File: config.mk
export PLATFORM = sky130hd
export DESIGN_NAME = vend_controller
export DESIGN_NICKNAME = d
export VERILOG_FILES = /design/src/rtl/vend_controller.sv
export SDC_FILE = /design/constraint.sdc
export NUM_CORES = 1
export LEC_CHECK = 0
export CAP_MARGIN = 20
export CORE_MARGIN = 1.5
export CORE_UTILIZATION = 50
export CTS_BUF_LIST = sky130_fd_sc_hd__clkbuf_8 sky130_fd_sc_hd__clkbuf_16
export DETAILED_ROUTE_END_ITERATION = 12
export GPL_TIMING_DRIVEN = 0
export PLACE_DENSITY = 0.73
export SLEW_MARGIN = 15
export SYNTH_ARGS = -nofsm -noshare
export SYNTH_HDL_FRONTEND = slang
export SYNTH_SLANG_ARGS = --single-unit
File: constraint.sdc
create_clock -name clk -period 3.6 [get_ports clk]
set_clock_uncertainty 0.05 [all_clocks]
set_input_delay 0.72 -clock clk [delete_from_list [all_inputs] [get_ports clk]]
set_output_delay 0.72 -clock clk [all_outputs]
set_load 0.005 [all_outputs]
File: src/rtl/vend_controller.sv
// Vending sequencer: collects nickel/dime credit, requests a vend, then returns change or a refund one nickel at a time.
// Latency: every output is a register. VEND follows an accepting coin edge by one evaluation cycle.
// Backpressure: soda_req and nickel_out_req are levels held until vend_ack / coin_ack. Coins that cannot be taken are refused with coin_reject.
module vend_controller #(
    parameter int PRICE      = 25,
    parameter int MAX_CREDIT = 95,
    parameter int TIMEOUT    = 500000000,
    parameter int CW         = 12
) (
    input  logic          clk,
    input  logic          rst,
    input  logic          nickel_in,
    input  logic          dime_in,
    input  logic          cancel,
    input  logic          vend_ack,
    input  logic          coin_ack,
    output logic [CW-1:0] credit,
    output logic          soda_req,
    output logic          nickel_out_req,
    output logic          coin_reject,
    output logic          busy,
    output logic [2:0]    state_dbg
);

    typedef enum logic [2:0] {
        IDLE    = 3'd0,
        COLLECT = 3'd1,
        VEND    = 3'd2,
        CHANGE  = 3'd3,
        REFUND  = 3'd4
    } state_t;

    localparam int TW = $clog2(TIMEOUT + 1);

    localparam logic [CW-1:0] PRICE_C  = CW'(PRICE);
    localparam logic [CW-1:0] MAX_C    = CW'(MAX_CREDIT);
    localparam logic [CW-1:0] NICKEL_C = CW'(5);
    localparam logic [CW-1:0] DIME_C   = CW'(10);
    localparam logic [TW-1:0] TMO_LAST = TW'(TIMEOUT - 1);

    state_t          state;
    state_t          state_n;
    logic [CW-1:0]   credit_n;
    logic [TW-1:0]   timer;
    logic [TW-1:0]   timer_n;
    logic            reject_n;
    logic            coin_evt;
    logic [CW-1:0]   coin_val;
    logic [CW-1:0]   coin_sum;

    // Coin event value; a nickel and a dime together are a single 15-cent event.
    always_comb begin
        coin_evt = nickel_in | dime_in;
        coin_val = ({CW{nickel_in}} & NICKEL_C) + ({CW{dime_in}} & DIME_C);
        coin_sum = credit + coin_val;
    end

    // Next-state, next-credit and timer logic.
    always_comb begin
        state_n  = state;
        credit_n = credit;
        timer_n  = timer;
        reject_n = 1'b0;

        case (state)
            IDLE: begin
                timer_n = '0;
                if (coin_evt) begin
                    if (coin_val <= MAX_C) begin
                        credit_n = coin_val;
                        state_n  = COLLECT;
                    end else begin
                        reject_n = 1'b1;
                    end
                end
            end

            COLLECT: begin
                if (cancel) begin
                    // Cancel wins; a coin in the same cycle goes straight back.
                    state_n  = REFUND;
                    reject_n = coin_evt;
                end else begin
                    if (coin_evt) begin
                        if (coin_sum <= MAX_C) begin
                            credit_n = coin_sum;
                            timer_n  = '0;
                        end else begin
                            reject_n = 1'b1;
                        end
                    end
                    // Price check looks at the registered credit, hence the one-cycle evaluation gap.
                    if (credit >= PRICE_C) begin
                        state_n = VEND;
                    end else if (!coin_evt) begin
                        if (timer == TMO_LAST) begin
                            state_n = REFUND;
                        end else begin
                            timer_n = timer + TW'(1);
                        end
                    end
                end
            end

            VEND: begin
                reject_n = coin_evt;
                if (vend_ack && (credit >= PRICE_C)) begin
                    credit_n = credit - PRICE_C;
                    state_n  = (credit > PRICE_C) ? CHANGE : IDLE;
                end
            end

            CHANGE, REFUND: begin
                reject_n = coin_evt;
                // Acks only count while a nickel is actually being requested.
                if (coin_ack && nickel_out_req && (credit >= NICKEL_C)) begin
                    credit_n = credit - NICKEL_C;
                    if (credit == NICKEL_C) begin
                        state_n = IDLE;
                    end
                end
            end

            default: begin
                state_n  = IDLE;
                credit_n = '0;
                timer_n  = '0;
            end
        endcase
    end

    // State, credit, timer and registered outputs derived from the next state.
    always_ff @(posedge clk) begin
        if (rst) begin
            state          <= IDLE;
            credit         <= '0;
            timer          <= '0;
            soda_req       <= 1'b0;
            nickel_out_req <= 1'b0;
            coin_reject    <= 1'b0;
            busy           <= 1'b0;
            state_dbg      <= 3'd0;
        end else begin
            state          <= state_n;
            credit         <= credit_n;
            timer          <= timer_n;
            soda_req       <= (state_n == VEND);
            nickel_out_req <= ((state_n == CHANGE) || (state_n == REFUND)) && (credit_n != '0);
            coin_reject    <= reject_n;
            busy           <= (state_n == VEND) || (state_n == CHANGE) || (state_n == REFUND);
            state_dbg      <= state_n;
        end
    end

endmodule

# Word level (Yosys, flattened, before mapping)
# Index checks and enable logic that the tools add are counted.
[op_classes] add_sub_neg=5 multipliers=0 n_div=0 n_lt_le_gt_ge=5 eq_ne=10 n_shift=0 mux=32 bitwise_logic=2 reduce_logical=12
[op_table] operator="$mux 29" count=6
[op_table] operator="$mux 12" count=7
[op_table] operator="$pmux 29 s2" count=1
[op_table] operator="$pmux 12 s4" count=1
[op_table] operator="$add 29x1->29 const B" count=1
[op_table] operator="$eq 29x29->1 const B" count=1
[op_table] operator="$mux 3" count=9
[op_table] operator="$add 12x5->12" count=1
[op_table] operator="$eq 12x3->1 const B" count=1
[op_table] operator="$eq 3x2->1 const B" count=4
[op_table] operator="$ge 12x3->1 const B" count=1
[op_table] operator="$ge 12x5->1 const B" count=1
[op_table] operator="$gt 12x5->1 const B" count=1
[op_table] operator="$le 12x7->1 const B" count=1
[op_table] operator="$pmux 3 s4" count=1
[op_table] operator="$reduce_bool 12->1" count=1
[op_table] operator="$sub 12x3->12 const B" count=1
[op_table] operator="$sub 12x5->12 const B" count=1
[op_table] operator="$le 5x7->1 const B" count=1
[op_table] operator="$eq 3x3->1 const B" count=2
[op_table] operator="$add 3x4->5" count=1
[op_table] operator="$mux 1" count=5
[op_table] operator="$logic_and 1x1->1" count=4
[op_table] operator="$eq 3x1->1 const B" count=1
[op_table] operator="other kinds (10)" count=12
[totals] register_bits=48 latchBits=0 mem_bits_rw=0 romBits=0 in_bits=7 out_inout_bits=19 mem_count=0

# Logic depth before layout (Yosys ltp)
# Gate-level depths: netlist of the first run.
[depth] word_depth=10 ltp_mapped=13

# Worst setup path before layout of the first run
# Ideal clock, no wire load.
[synth_timing] path_type="in2reg" start="input port nickel_in" end="register nickel_out_req" setup_time_ps=134 arrival_time_ps=3122 path_slack_ps=295 cell_stages=13 n_path_buf=1 path_cell_list="ha_1 -> inv_1 -> fa_1 -> nand2b_1 -> a211oi_2 -> mux2_2 -> o311ai_4 -> nor4_4 -> buf_6 -> a311oi_1 -> a41oi_1 -> a2111oi_2 -> a31oi_1"
[synth_via] elab_chain_cells=9
[synth_lines] item="start, declared" line="12" text="input logic nickel_in,"
[synth_lines] item="$add 3x4->5" line="54" text="coin_val = ({CW{nickel_in}} & NICKEL_C) + ({CW{dime_in}} & DIME_C);"
[synth_lines] item="$add 12x5->12" line="55" text="coin_sum = credit + coin_val;"
[synth_lines] item="$le 12x7->1" line="85" text="if (coin_sum <= MAX_C) begin"
[synth_lines] item="$mux 12" line="85"
[synth_lines] item="$mux 12" line="84" text="if (coin_evt) begin"
[synth_lines] item="$mux 12" line="79" text="if (cancel) begin"
[synth_lines] item="$pmux 12 s4" line="65" text="case (state)"
[synth_lines] item="$reduce_bool 12->1" line="148" text="nickel_out_req <= ((state_n == CHANGE) || (state_n == REFUND)) && (credit_n != '0);"
[synth_lines] item="$logic_and 1x1->1 *" line="148"
[synth_lines] item="end signal, assigned" line="148"
[synth_lines] item="end, declared" line="19" text="output logic nickel_out_req,"
# Mark *: on every way between the ends. The rest lies on a longest branch, timed or not.
# A chain may end at the register's enable or synchronous reset.

# Worst setup path in the final report of the first run
[layout_timing] start="input port dime_in" end="register nickel_out_req"
[layout_via] elab_chain_cells=9
[layout_lines] item="start, declared" line="13" text="input logic dime_in,"
[layout_lines] item="$add 3x4->5" line="54"
[layout_lines] item="$add 12x5->12" line="55"
[layout_lines] item="$le 12x7->1" line="85"
[layout_lines] item="$mux 12" line="85"
[layout_lines] item="$mux 12" line="84"
[layout_lines] item="$mux 12" line="79"
[layout_lines] item="$pmux 12 s4" line="65"
[layout_lines] item="$reduce_bool 12->1" line="148"
[layout_lines] item="$logic_and 1x1->1 *" line="148"
# Marked as above.

==> flow_summary.toml, run 1 <==
[pwr]
finalPower_mw = 1.25
pwr-share-clk_pct = 29.2
netSwitchingFraction_pct = 34.2
p_leak_nw = 1.33
pwr-share-comb_pct = 26.4
p_seq_share_pct = 44.4
p_sw_mw = 0.428
p_per_area_nw_per_um2 = 301
p_int_mw = 0.823
ir_drop_v = 0.000222

[final_layout]
diodes = 0
fill_cells = 676
stdcell_count = 612
drive_gt1_share_pct = 11.8
fin_nets = 530
layout_commonest_cell = "nor2_1"
final_cell_mix = "nor2_1 (65), dfxtp_1 (47), nand2_1 (40), a21oi_1 (40), o21ai_0 (29)"
syn_to_final_growth_pct = 14.8

[clock_network]
cts.clk_slew.worst_paths_ns = 0.11
cts_hold_buf = 0
cts_buffers = 5
cts_root_buf = "clkbuf_8"
clock_sinks = 48
cts_htree_levels = 2
clkLatencyLatePin_ns = 0.32
cts_tree = "yes"
cts.path.max_buffers = 2

[worst_setup_path]
cp_slowest_cell = "ha_1"
crit_cells = 12
r2r_start = "credit[0]"
regToRegSetupSlack_ns = 0.21
arrival_ns = 3.66
crit_required_ns = 3.74
critPathTopFamily = "compound AO/OA/AOI/OAI gates"
r2r_cells = 13
crit_fanout = 6
crit_type = "in2reg"
worstSetupStartpoint = "dime_in"
crit_buf_inv = 2
cp-endpoint = "nickel_out_req"
cp_cell_sequence = "buf_2 > ha_1 > a21oi_2 > o22ai_1 > a311oi_1 > o211ai_2 > nor4_4 > buf_6 > a21o_1 > a41oi_2 > a2111oi_4 > a31oi_1"
r2r-end = "nickel_out_req"
worstSetupEndpointType = "flip-flop"
critPathMaxStageDelay_ns = 0.41
worstSetupStartpointType = "primary input"

[global_routing]
grt-ovfl-total = 0
groute.usage.overall_pct = 28.2
antenna_found_initial = 0
grt_pass1_vias = 3447
grt_max_degree = 16
grt_pass1_wl_mm = 17.2

[yosys]
synthAdderAreaFrac_pct = 2.97
ys_seq_area_share_pct = 26.5
yosys.area_share.simple_pct = 33.4
synthMuxAreaShare_pct = 1.45
async_flop_share_pct = 0
syn_area_sq_um = 3630
synth_nets = 498
syn_avg_cell_area_sq_um = 7.51
synth_cells = 483
synth-xor-area-share_pct = 1.45
synth_cell_types = 71
synth_top_family_by_area = "simple AND/OR/NAND/NOR gates"
ys.flop_type = "dfxtp_1"
ys_ff_latch = 48
synth_compound_area_share_pct = 28.8
yosys_warnings = 0
synth-edff-count = 0

[floorplanning]
coreArea_sq_um = 6910
core.rowCount = 30
fp.dieW_um = 88.2
dieArea_sq_um = 7770
initial_utilization_pct = 52.5
ios = 26
dieHeight_um = 88.2

[routing]
vias = 3907
ant_nets = 0
top_layer_used = "met4"
vias_per_cell = 6.38
dr.pass1.iters = 6
met1_length_mm = 5.14
drt-total-wl_mm = 10.9
post_drt_wl_per_cell_um = 17.7
wl_met2_mm = 4.74
drt_iter0_drc = 438
drc = 0
met3_length_um = 867

[hold_path]
hp-class = "reg2reg"

[placed_design]
dpl.cell_count = 603
portBuffers = 24
place_hpwl_mm = 7.71
place.gp.congestion = 0.932

[sta]
final.min_clock_period_ns = 3.52
hold_viol_final = 0
fmax_mhz = 284
drv_slew = 0
slew_headroom_pct = 41.0
setup_viol = 0
worstMarginPinSlew_ns = 0.879
timing.hold.ws_ns = 0.441
finalCritPeriodShare_pct = 97.8

[run]
drv_cap = 0

[status]
status = "completed"
## what timing repair did
action | CTS | global route
buffers inserted | 0 | 0
gates cloned | 0 | 1
pin swaps | 2 | 8
setup endpoints to repair | 40 | 26
gates resized for setup | 10 | 22
## flip-flops by register name (all words and copies together), names as in the netlist
| signal | flops |
|---|---|
| timer | 29 |
| credit | 12 |
| state | 3 |
| busy | 1 |
| coin_reject | 1 |
| nickel_out_req | 1 |
| soda_req | 1 |
## Yosys cell counts, drive strengths merged (2+ instances only)
library cell | instances | area, sq um
nor2 | 65 | 244
dfxtp | 48 | 961
a21oi | 43 | 215
nand2 | 40 | 150
o21ai | 31 | 155
nand3 | 23 | 120
nor3 | 15 | 103
clkbuf | 14 | 52.6
inv | 14 | 52.6
buf | 13 | 93.8
a31oi | 12 | 75.1
nand2b | 11 | 68.8
nor2b | 11 | 68.8
a311oi | 10 | 87.6
nand4 | 10 | 62.6
nor4 | 10 | 108
or3 | 10 | 62.6
ha | 7 | 87.6
a211oi | 6 | 50.1
o211ai | 6 | 63.8
o21a | 6 | 45.0
and3 | 5 | 31.3
nor3b | 5 | 37.5
xnor2 | 5 | 43.8
a22o | 4 | 36.3
and2 | 4 | 25.0
or2 | 4 | 25.0
a2bb2oi | 3 | 26.3
and4 | 3 | 26.3
mux2i | 3 | 30.0
o211a | 3 | 30.0
o22a | 3 | 35.0
o22ai | 3 | 18.8
a2111oi | 2 | 30.0
a41oi | 2 | 17.5
and2b | 2 | 15.0
mux2 | 2 | 22.5
nand4b | 2 | 17.5
nor4b | 2 | 17.5
o311a | 2 | 20.0
o31ai | 2 | 15.0
## final cells by class
class	instances	area, sq um	share of cell area (%)
Clock inverter	2	13.8	0.330
Timing Repair Buffer	25	240	5.77
Clock buffer	6	82.6	1.98
Multi-Input combinational cell	394	2550	61.1
Sequential cell	48	962	23.1
Inverter	14	52.6	1.26
Tap cell	96	120	2.88
Buffer	27	148	3.54
## cell families (layout without fill, tap and decap cells)
kind of cell	count (synthesis)	in the layout
and+or+nand+nor	225	225
AOI/OAI and AO/OA	150	150
DFF	48	48
buffers and inverters	41	74
adders and majority gates	8	8
xor gates and xnor gates	6	6
muxes	5	5
## power groups by stage
stage / Combinational [mW] / Clock [mW] / Sequential, mW
after floorplan: 0.205 / 0 / 0.566
after global placement: 0.302 / 0 / 0.567
after detailed placement: 0.305 / 0 / 0.568
after CTS: 0.308 / 0.365 / 0.556
after global routing: 0.359 / 0.390 / 0.558
final: 0.330 / 0.365 / 0.556
## per-stage QoR
step	worst slack (ns)	utilization (%)	setup TNS, ns	cell area, sq um
after floorplan	0.295	-	0	3630
final	0.0778	60.3	0	4170
after global placement	-1.00	57.7	-30.73	3990
after CTS	-0.0495	59.2	-0.0760	4090
after detailed placement	-1.01	57.7	-30.80	3990
after global routing	-0.0224	60.3	-0.0224	4170
## routing by layer
layer | track usage, % | vias to the layer above
met5 | 0 | -
li1 | - | 1867
met2 | 41.7 | 184
met4 | 8.38 | 0
met3 | 4.34 | 13
met1 | 42.1 | 1843
## worst min path at each step
| stage | end | startpoint | cells past startpoint | slack (ns) |
|---|---|---|---|---|
| after floorplan | timer[28] | timer[28] | 1 | 0.39 |
| after global placement | timer[19] | timer[19] | 2 | 0.42 |
| after detailed placement | timer[7] | timer[7] | 1 | 0.42 |
| after CTS | timer[7] | timer[7] | 1 | 0.44 |
| after global routing | timer[7] | timer[7] | 1 | 0.46 |
| final | timer[7] | timer[7] | 1 | 0.44 |
No activity file was read; power rests on OpenSTA's default activity.
==> inputs of run 2 (changes only) <==
DONT_BUFFER_PORTS = 1   (was default)
PLACE_DENSITY = 0.68   (was 0.73)
==> run 2 against run 1 <==
Compared with the run above: sequential share of layout area is 1.8 points higher; final cell count is 4.1% lower; largest power group unchanged; worst hold slack worse by 0.019 ns.
==> flow_summary.toml, run 2 (same netlist as run 1, synthesis figures left out) <==
[sta]
final.min_clock_period_ns = 3.42
grt_setup_unrepaired = "no"
fin_tns_setup_ns = 0
fmax_mhz = 292
finalCritPeriodShare_pct = 95.1
drv_slew = 0
timing.hold.ws_ns = 0.422
hold_viol_final = 0
setup_slack_ns = 0.178
slew_headroom_pct = 39.2
setup_viol = 0
worstMarginPinSlew_ns = 0.907

[clock_network]
cts_buffers = 5
clkLatencyLatePin_ns = 0.31
cts_tree = "yes"
cts_htree_levels = 2
cts.path.max_buffers = 2
cts_hold_buf = 0
clock_sinks = 48
cts_root_buf = "clkbuf_8"
cts.clk_slew.worst_paths_ns = 0.09

[final_layout]
largest_reg_flops = 29
final_cell_mix = "nor2_1 (65), dfxtp_1 (46), a21oi_1 (42)"
fin_util_pct = 56.2
layout_commonest_cell = "nor2_1"
fin_nets = 505
reg_top3 = "timer: 29 flops, credit: 12 flops, state: 3 flops"
diodes = 0
ff_latch_area_sq_um = 966
stdcell_area_sq_um = 3880
multi_input_area_sq_um = 2480
drive_gt1_share_pct = 10.2
fill_cells = 703
largest_register = "timer"
syn_to_final_growth_pct = 6.93

[routing]
vias_per_cell = 6.49
vias = 3812
post_drt_wl_per_cell_um = 18.1
drc = 0
drt_iter0_drc = 450
dr.pass1.iters = 5
ant_nets = 0
drt-total-wl_mm = 10.6

[floorplanning]
ios = 26
dieHeight_um = 88.2
coreArea_sq_um = 6910
fp.dieW_um = 88.2
initial_utilization_pct = 52.5
core.rowCount = 30
dieArea_sq_um = 7770

[worst_setup_path]
r2r_cells = 12
worstSetupStartpointType = "flip-flop"
worstSetupEndpointType = "flip-flop"
crit_required_ns = 3.73
crit_fanout = 10
crit_type = "reg2reg"
arrival_ns = 3.56
regToRegSetupSlack_ns = 0.18

[global_routing]
groute.usage.overall_pct = 28.6
grt_max_degree = 15
grt_pass1_vias = 3392
grt_pass1_wl_mm = 17.3
grt-ovfl-total = 0
antenna_found_initial = 0

[run]
drv_cap = 0

[placed_design]
place.gp.congestion = 0.926
placed_area_sq_um = 3750
dp_slack_ns = -0.218
place_hpwl_mm = 7.67
portBuffers = 0

[pwr]
p_leak_nw = 1.23
ir_drop_v = 0.000224
p_per_area_nw_per_um2 = 320

[status]
status = "completed"

[hold_path]
hp-class = "in2reg"
hold-path-cell-count = 1
-- run 2: changes by cell type in the layout (fill, tap and decap cells not counted), sizes merged --
| cell | change |
|---|---|
| clkdlybuf4s50 | -22 |
| bufinv | +1 |
| buf | -3 |
| clkbuf | -1 |
-- run 2: where the power goes --
part	total (mW)	switching (mW)	internal [mW]
clock network	0.402	0.198	0.204
registers	0.559	0.0160	0.543
logic	0.281	0.184	0.0968
-- run 2: area by class of cell --
type | instances | share of cell area (%)
clock inverter | 3 | 1.00
multi-input combinational | 394 | 64.1
sequential | 48 | 24.9
tap | 96 | 3.10
clock buffer | 5 | 1.77
buffer | 27 | 3.81
inverter | 14 | 1.35
-- run 2: layer usage --
| metal | global-route usage [%] | vias up | routed length [um] |
|---|---|---|---|
| li1 | - | 1813 | - |
| met4 | 7.95 | 0 | 97 |
| met1 | 45.1 | 1807 | 5270 |
| met2 | 39.2 | 180 | 4390 |
| met5 | 0 | - | 0 |
| met3 | 5.00 | 12 | 846 |
-- run 2: metrics by stage --
step / total power [mW] / std cells
2_1_floorplan: 0.771 / 483
3_3_place_gp: 0.839 / 579
3_5_place_dp: 0.842 / 579
4_1_cts: 1.24 / 587
5_1_grt: 1.30 / 587
6_report: 1.24 / 587
-- run 2: worst max-delay path, stage by stage (launching register included) --
cell       delay (ns)
dfxtp_4          0.42
ha_1             0.18
inv_1            0.06
fa_1             0.41
nand2b_2         0.25
a211oi_2         0.25
mux2_2           0.23
o311ai_4         0.15
nor4_4           0.28
o211ai_1         0.20
o21a_1           0.26
a2111oi_2        0.41
a31oi_1          0.14
-- run 2: worst paths after layout --
path         startpoint        endpoint
max           credit[0]  nickel_out_req
max reg2reg   credit[0]  nickel_out_req
min                 rst        state[2]
min reg2reg    timer[7]        timer[7]
-- run 2: repair_timing --
item,in CTS,in global routing
setup buffers,0,0
resized for setup,2,6
cloned,0,0
endpoints found under the setup margin,11,25
pin swaps,0,3
==> inputs of run 3 (changes only) <==
clock period = 4.15 ns   (was 3.6 ns; I/O delays follow)
==> run 3 against run 2 <==
Compared with the run above: final cell count unchanged; critical path depth unchanged; die area unchanged; worst hold slack improved by 0.021 ns; largest cell class unchanged; largest power group unchanged.
==> flow_summary.toml, run 3 (same netlist as run 1, synthesis figures left out) <==
[worst_setup_path]
worstSetupEndpointType = "flip-flop"
critPathMaxStageDelay_ns = 0.55
worstSetupStartpointType = "flip-flop"
arrival_ns = 3.95
worstSetupStartpoint = "credit[0]"
cp_slowest_cell = "dfxtp_1"
cp_common_cell = "a311oi_1"
cp_cell_sequence = "ha_1 > inv_1 > fa_1 > nand2b_1 > a21oi_1 > a311oi_1 > o211ai_2 > nor3_1 > nor2_1 > clkbuf_1 > nand2_1 > a311oi_1"
crit_required_ns = 4.32
r2r_cells = 12
crit_fanout = 10
crit_type = "reg2reg"
r2r_start = "credit[0]"

[routing]
dr.pass1.iters = 5
ant_nets = 0
drc = 0
post_drt_wl_per_cell_um = 18.1
drt_iter0_drc = 509
vias_per_cell = 6.51
vias = 3819
drt-total-wl_mm = 10.6

[final_layout]
syn_to_final_growth_pct = 6.28
stdcell_area_sq_um = 3850
reg_top3 = "timer: 29 flops, credit: 12 flops, state: 3 flops"
layout_commonest_cell = "nor2_1"
drive_gt1_share_pct = 8.76
multi_input_area_sq_um = 2470
fill_cells = 707
largest_register = "timer"
fin_nets = 505
final_cell_mix = "nor2_1 (65), dfxtp_1 (48), a21oi_1 (43)"
diodes = 0
ff_latch_area_sq_um = 961
largest_reg_flops = 29

[sta]
finalCritPeriodShare_pct = 91.0
fin_tns_setup_ns = 0
setup_viol = 0
slew_headroom_pct = 40.7
final.min_clock_period_ns = 3.78
fmax_mhz = 265
grt_setup_unrepaired = "no"
hold_viol_final = 0
worstMarginPinSlew_ns = 0.883
drv_slew = 0

[placed_design]
portBuffers = 0
place_hpwl_mm = 7.67
place.gp.congestion = 0.926
placed_area_sq_um = 3750

[clock_network]
cts_buffers = 5
cts.path.max_buffers = 2
cts_tree = "yes"
clkLatencyLatePin_ns = 0.31
cts_setup_buffers = 0
cts_hold_buf = 0
cts_resized = 0
cts_root_buf = "clkbuf_8"
cts_htree_levels = 2
cts.clk_slew.worst_paths_ns = 0.10
clock_sinks = 48

[hold_path]
min-delay-start = "timer[7]"
hp-class = "reg2reg"
hold-path-cell-count = 1

[floorplanning]
initial_utilization_pct = 52.5
dieArea_sq_um = 7770
fp.dieW_um = 88.2
ios = 26
coreArea_sq_um = 6910
dieHeight_um = 88.2
core.rowCount = 30

[pwr]
ir_drop_v = 0.000194
p_per_area_nw_per_um2 = 279
p_leak_nw = 1.22
finalPower_mw = 1.08

[global_routing]
grt_pass1_wl_mm = 17.3
grt-ovfl-total = 0
antenna_found_initial = 0
grt_pass1_vias = 3392
grt_max_degree = 15
groute.usage.overall_pct = 28.6

[status]
status = "completed"

[run]
drv_cap = 0
run 3: per-layer routing:
metal | part of all wire, % | vias up | global-route usage, %
li1 | - | 1812 | -
met1 | 50 | 1812 | 45.1
met2 | 41 | 183 | 39.2
met3 | 7.9 | 12 | 5.00
met4 | 1.1 | 0 | 7.95
met5 | 0 | - | 0
run 3: critical path, delay by kind of cell (launching register included):
kind / cells / cell delay, ns
AO/OA/AOI/OAI: 4 / 1.08
adder cells (fa/ha/maj): 2 / 0.66
buffers and inverters: 2 / 0.54
flip-flops: 1 / 0.55
AND/OR/NAND/NOR: 4 / 0.80
run 3: final timing paths:
kind	slack, ns	to
min	0.44	timer[7]
max reg2reg	0.37	timer[21]
max	0.37	timer[21]
min reg2reg	0.44	timer[7]
run 3: final cells by class:
class	instances	share of cell area (%)
clock inverters	3	1.01
well taps	96	3.12
plain buffers	27	3.80
inverters	14	1.36
multi-input cells	394	64.0
flip-flops and latches	48	24.9
clock buffers	5	1.79
run 3: where the power goes:
part / switching (mW) / internal [mW]
registers: 0.0138 / 0.470
clock network: 0.173 / 0.177
logic: 0.159 / 0.0831
run 3: per-stage QoR:
step                      hold slack [ns]  std cells  utilization, %  worst slack, ns
after floorplan                     0.392        483               -            0.735
after global placement              0.419        579            54.3            0.318
after detailed placement            0.426        579            54.3            0.222
after CTS                           0.443        587            55.8            0.411
after global routing                0.465        587            55.8           0.0782
final                               0.443        587            55.8            0.374
